### config.mk
export PLATFORM = sky130hd
export DESIGN_NAME = z_core_mul_unit
export DESIGN_NICKNAME = d
export VERILOG_FILES = /design/src/rtl/z_core_mul_unit.sv
export SDC_FILE = /design/constraint.sdc
export NUM_CORES = 2
export LEC_CHECK = 0
export CAP_MARGIN = 10
export CORE_MARGIN = 1
export CORE_UTILIZATION = 35
export DETAILED_ROUTE_END_ITERATION = 6
export GPL_ROUTABILITY_DRIVEN = 1
export GPL_TIMING_DRIVEN = 0
export PLACE_DENSITY = 0.53
export SETUP_SLACK_MARGIN = 0.02
export SYNTH_ARGS = -nofsm -noshare
export SYNTH_HDL_FRONTEND = slang
export SYNTH_SLANG_ARGS = --single-unit
### constraint.sdc
create_clock -name clk -period 11 [get_ports clk]
set_clock_uncertainty 0.05 [all_clocks]
set_input_delay 2.2 -clock clk [delete_from_list [all_inputs] [get_ports clk]]
set_output_delay 2.2 -clock clk [all_outputs]
set_load 0.05 [all_outputs]
### src/rtl/z_core_mul_unit.sv
// Two-stage sequencing wrapper around the 32x32 tree multiplier (RV32 M: MUL/MULH/MULHSU/MULHU).
// Define Z_CORE_MUL_FUSE_EN to add the product cache with single-cycle fused bypass and fuse_hit.

module z_core_mul_tree (
    input  logic [31:0] op1,
    input  logic [31:0] op2,
    input  logic        op1_signed,
    input  logic        op2_signed,
    output logic [63:0] product
);
    logic [63:0] ext1;
    logic [63:0] ext2;

    // Low 64 bits of the extended product equal the exact signed/unsigned result
    always_comb begin
        ext1    = {{32{op1_signed & op1[31]}}, op1};
        ext2    = {{32{op2_signed & op2[31]}}, op2};
        product = ext1 * ext2;
    end
endmodule

module z_core_mul_unit #(
    parameter int TAG_W = 5
) (
    input  logic             clk,
    input  logic             rstn,
    input  logic             in_valid,
    output logic             in_ready,
    input  logic [1:0]       in_op,
    input  logic [31:0]      in_op1,
    input  logic [31:0]      in_op2,
    input  logic [TAG_W-1:0] in_tag,
    input  logic             flush,
    output logic             out_valid,
    input  logic             out_ready,
    output logic [31:0]      out_result,
    output logic [TAG_W-1:0] out_tag,
`ifdef Z_CORE_MUL_FUSE_EN
    output logic             fuse_hit,
`endif
    output logic             busy
);
    logic             s1_valid_q, s1_valid_d;
    logic [1:0]       s1_op_q, s1_op_d;
    logic [31:0]      s1_op1_q, s1_op1_d;
    logic [31:0]      s1_op2_q, s1_op2_d;
    logic [TAG_W-1:0] s1_tag_q, s1_tag_d;
    logic             s2_valid_q, s2_valid_d;
    logic [31:0]      res_q, res_d;
    logic [TAG_W-1:0] tag_q, tag_d;

    logic        s2_free, s1_adv, ready_c, accept, bypass, s2_load;
    logic        s1_sgn1, s1_sgn2;
    logic [63:0] product, ld_prod;
    logic [1:0]  ld_op;
    logic [TAG_W-1:0] ld_tag;

    always_comb begin
        s1_sgn1 = (s1_op_q != 2'b11);
        s1_sgn2 = !s1_op_q[1];
    end

    z_core_mul_tree u_tree (
        .op1       (s1_op1_q),
        .op2       (s1_op2_q),
        .op1_signed(s1_sgn1),
        .op2_signed(s1_sgn2),
        .product   (product)
    );

    always_comb begin
        s2_free = !s2_valid_q | out_ready;
        s1_adv  = s1_valid_q & s2_free;
        ready_c = !flush & (!s1_valid_q | s1_adv);
        accept  = in_valid & ready_c;
    end

`ifdef Z_CORE_MUL_FUSE_EN
    logic        c_valid_q, c_valid_d;
    logic [31:0] c_op1_q, c_op1_d;
    logic [31:0] c_op2_q, c_op2_d;
    logic [1:0]  c_sgn_q, c_sgn_d;
    logic [63:0] c_prod_q, c_prod_d;
    logic        hit_q, hit_d;
    logic [1:0]  in_sgn;

    // Bypass only with S1 empty, so it can never overtake an older op
    always_comb begin
        in_sgn = {in_op != 2'b11, !in_op[1]};
        bypass = accept & !s1_valid_q & s2_free & c_valid_q
               & (c_op1_q == in_op1) & (c_op2_q == in_op2)
               & (c_sgn_q == in_sgn);
        ld_prod = bypass ? c_prod_q : product;
        ld_op   = bypass ? in_op : s1_op_q;
        ld_tag  = bypass ? in_tag : s1_tag_q;
    end

    always_comb begin
        c_valid_d = c_valid_q;
        c_op1_d   = c_op1_q;
        c_op2_d   = c_op2_q;
        c_sgn_d   = c_sgn_q;
        c_prod_d  = c_prod_q;
        hit_d     = bypass;
        if (flush) begin
            c_valid_d = 1'b0;
        end else if (s1_adv) begin
            c_valid_d = 1'b1;
            c_op1_d   = s1_op1_q;
            c_op2_d   = s1_op2_q;
            c_sgn_d   = {s1_sgn1, s1_sgn2};
            c_prod_d  = product;
        end
    end

    always_ff @(posedge clk or negedge rstn) begin
        if (!rstn) begin
            c_valid_q <= 1'b0;
            c_op1_q   <= '0;
            c_op2_q   <= '0;
            c_sgn_q   <= '0;
            c_prod_q  <= '0;
            hit_q     <= 1'b0;
        end else begin
            c_valid_q <= c_valid_d;
            c_op1_q   <= c_op1_d;
            c_op2_q   <= c_op2_d;
            c_sgn_q   <= c_sgn_d;
            c_prod_q  <= c_prod_d;
            hit_q     <= hit_d;
        end
    end

    assign fuse_hit = hit_q;
`else
    always_comb begin
        bypass  = 1'b0;
        ld_prod = product;
        ld_op   = s1_op_q;
        ld_tag  = s1_tag_q;
    end
`endif

    always_comb begin
        s2_load    = !flush & (s1_adv | bypass);
        s1_valid_d = s1_valid_q;
        s1_op_d    = s1_op_q;
        s1_op1_d   = s1_op1_q;
        s1_op2_d   = s1_op2_q;
        s1_tag_d   = s1_tag_q;
        s2_valid_d = s2_valid_q;
        res_d      = res_q;
        tag_d      = tag_q;
        if (flush) begin
            s1_valid_d = 1'b0;
        end else if (accept & !bypass) begin
            s1_valid_d = 1'b1;
        end else if (s1_adv) begin
            s1_valid_d = 1'b0;
        end
        if (accept) begin
            s1_op_d  = in_op;
            s1_op1_d = in_op1;
            s1_op2_d = in_op2;
            s1_tag_d = in_tag;
        end
        if (flush) begin
            s2_valid_d = 1'b0;
        end else if (s2_load) begin
            s2_valid_d = 1'b1;
        end else if (out_ready) begin
            s2_valid_d = 1'b0;
        end
        if (s2_load) begin
            res_d = (ld_op == 2'b00) ? ld_prod[31:0] : ld_prod[63:32];
            tag_d = ld_tag;
        end
    end

    always_ff @(posedge clk or negedge rstn) begin
        if (!rstn) begin
            s1_valid_q <= 1'b0;
            s1_op_q    <= '0;
            s1_op1_q   <= '0;
            s1_op2_q   <= '0;
            s1_tag_q   <= '0;
            s2_valid_q <= 1'b0;
            res_q      <= '0;
            tag_q      <= '0;
        end else begin
            s1_valid_q <= s1_valid_d;
            s1_op_q    <= s1_op_d;
            s1_op1_q   <= s1_op1_d;
            s1_op2_q   <= s1_op2_d;
            s1_tag_q   <= s1_tag_d;
            s2_valid_q <= s2_valid_d;
            res_q      <= res_d;
            tag_q      <= tag_d;
        end
    end

    assign in_ready   = ready_c;
    assign out_valid  = s2_valid_q;
    assign out_result = res_q;
    assign out_tag    = tag_q;
    assign busy       = s1_valid_q | s2_valid_q;
endmodule

==> impl_metrics.ini <==
[run_status]
status = completed

[placed_design]
io_buffers = 115
placed_area_um2 = 45490
pre_cts_slack_ns = -0.07116
globalplace.congestion = 1.001
dp_hpwl_um = 141500

[critical_path]
worstPathArrival_ns = 10.81
cp_slowest_stage_delay_ns = 0.85
endpoint_kind = flop
crit_family = adder cells
worst-path-max-fanout = 10
path_depth = 30
rrSetupSlack_ns = 0.52
crit_buf_inv = 9
crit_path_start_kind = flop
reg2reg_depth = 30
cpMostUsedCell = fa_1
critical-path-slowest-cell = fa_2
worstSetupPathType = flop to flop
cp.required_ns = 11.33

[global_route]
track_usage_pct = 28.01
antenna_found_initial = 16
grt_pass1_vias = 34230
grt_max_degree = 83
grt_pass1_wl_um = 242100
overflow = 0

[synth]
synth_seq_area_share_pct = 6.513
synth-seq-cells = 110
syn_inst = 4514
synth_area_per_cell_um2 = 9.363
syn_nets = 5927
synth_edf_count = 0
yosys.area.top_type = fa_1
ys.warnings.count = 0
postSynth.asyncResetShare_pct = 100.0
synth_top_area_share_pct = 53.29
synthTopCellsByArea = fa_1 (53%), inv_1 (9.7%), nand2_1 (6.8%), dfrtp_1 (6.5%), ha_1 (6.3%)
yosysUniqueCellTypes = 71
syn_area_um2 = 42270
ys.flop_type = dfrtp_1

[cts]
cts_sinks = 110
ctsHoldBuffers = 0
clk_pin_slew_worst_paths_ns = 0.09
h-tree-depth = 3
cts_tree = yes
ctsRootBufferMaster = clkbuf_16
clk_latency_ns = 0.46
cts_made_buffers = 9
clock_path_buffers = 2

[hold_path]
hold_path_class = flop to flop
whs_path_depth = 2

[detailed_routing]
highest_layer = met5
drt-total-wl_um = 165000
met1_length_um = 68410
met3WireLength_um = 15790
viasPerCell = 5.109
dr_total_vias = 32080
met2WireLength_um = 73430
ant_nets = 0
dr.pass1.iters = 5
drc = 0
wl_per_cell_um = 26.28
drtIter0Drc = 2927

[timing]
rsz0062_at_grt = no
period_minus_slack_ns = 10.48
clock.fmax_mhz = 95.42
setup_viol = 0
worstMarginPinSlew_ns = 1.398
finalMaxSlewViolations = 0
fin_tns_setup_ns = 0
fin_crit_sh_pct = 95.27
hold_viol = 0
fin_ws_ns = 0.5203
whs_ns = 0.4176
relSlewSlack_pct = 6.778

[floorplanning]
die_x_um = 349.5
rows = 127
core_um2 = 119800
ioPinCount = 116
initial_utilization_pct = 35.28
die_h_um = 349.5
dieArea_um2 = 122200

[cells_and_area]
stdcell_area_um2 = 45920
final_nets = 6070
area_delta_synth_final_pct = 8.653
drive_gt1_share_pct = 3.132

[run]
maxCapViolCount = 0
[cell usage after synthesis (7+ instances only)]
master,number
xnor2_1,48
dfrtp_1,110
nand2_1,771
and3_1,7
ha_1,212
clkbuf_1,247
o21ai_1,8
o21ai_0,49
a31oi_1,15
nor3_1,7
nand3_1,20
mux2_2,71
a21o_1,43
xor2_1,20
o211ai_1,7
inv_1,1095
nor2_1,80
a21oi_1,74
and2_1,360
o21bai_1,11
o21a_1,11
or2_2,13
nand4_1,16
fa_1,1125
[per-stage QoR]
step / instances / util [%]
6_report: 6278 / 38.33
5_1_grt: 6274 / 38.32
4_1_cts: 6260 / 38.21
3_5_place_dp: 6244 / 37.97
3_3_place_gp: 6241 / 37.92
2_1_floorplan: 4514 / -
[cell usage in the layout (no fill, tap or decap), types with 5 or more instances in the layout]
cell type and n:
fa_1 1123, inv_1 1093, nand2_1 771, and2_1 360, clkbuf_1 246, ha_1 212
clkdlybuf4s50_1 114, dfrtp_1 110, nor2_1 80, a21oi_1 74, mux2_2 71, o21ai_0 49
xnor2_1 48, a21o_1 43, nand3_1 20, xor2_1 20, nand4_1 16, a31oi_1 15
or2_2 13, buf_4 13, o21a_1 11, o21bai_1 11, clkbuf_16 9, o21ai_1 8
nor3_1 7, and3_1 7, o211ai_1 7, buf_1 6, a211oi_1 6, nand2b_1 5
o2111ai_1 5
[logic make-up after synthesis]
group	count (synthesis)	share of synthesized area, %
compound gates	280	4.497
xor+xnor	68	1.409
fa+ha+maj	1337	59.56
buf+inv	1350	12.00
flops	110	6.513
mux	73	1.939
simple gates	1296	14.09
[state kept, by name, summed over array words and instances, names as in the netlist]
| signal | flops |
|---|---|
| out_valid | 1 |
| s1_op1_q | 32 |
| ld_tag | 5 |
| s1_op2_q | 32 |
| s1_valid_q | 1 |
| out_tag | 5 |
| out_result | 32 |
| ld_op | 2 |
[tightest hold or removal path, stage by stage, from the launching register on]
cell and delay (ns):
dfrtp_1 0.35, nand2_1 0.05, nand2_1 0.05
[what timing repair did]
action	4_1_cts	5_1_grt
endpoints found under the hold margin	0	0
setup endpoints to repair	1	1
pin swaps	0	0
buffers inserted	0	12
gates resized for setup	1	5
[layer usage]
layer	vias to the layer above	track usage [%]
met4	4	10.86
met3	276	6.001
li1	13310	-
met5	-	0
met2	1450	42.82
met1	17040	38.76
[path summary, 6_finish.rpt]
kind	from	endpoint
worst min-delay path	ld_tag[2]	out_tag[2]
min in group asynchronous	rstn	s1_op1_q[21]
worst max-delay path	s1_op1_q[31]	out_result[29]
worst min register to register	ld_tag[2]	out_tag[2]
max in group asynchronous	rstn	s1_op2_q[30]
worst max register to register	s1_op1_q[31]	out_result[29]
[final cells by class]
| cell class | instances | area [µm²] |
|---|---|---|
| Inverter | 1095 | 4118 |
| Tap cell | 1612 | 2017 |
| Timing Repair Buffer | 132 | 1323 |
| Clock buffer | 10 | 229.0 |
| Buffer | 255 | 962.2 |
| Clock inverter | 6 | 63.81 |
| Fill cell | 12520 | 73890 |
| Multi-Input combinational cell | 3054 | 34450 |
| Antenna cell | 4 | 10.01 |
| Sequential cell | 110 | 2753 |
Power is not shown: default switching activity piles up to over one toggle a cycle in this logic, so the estimate is an artifact.
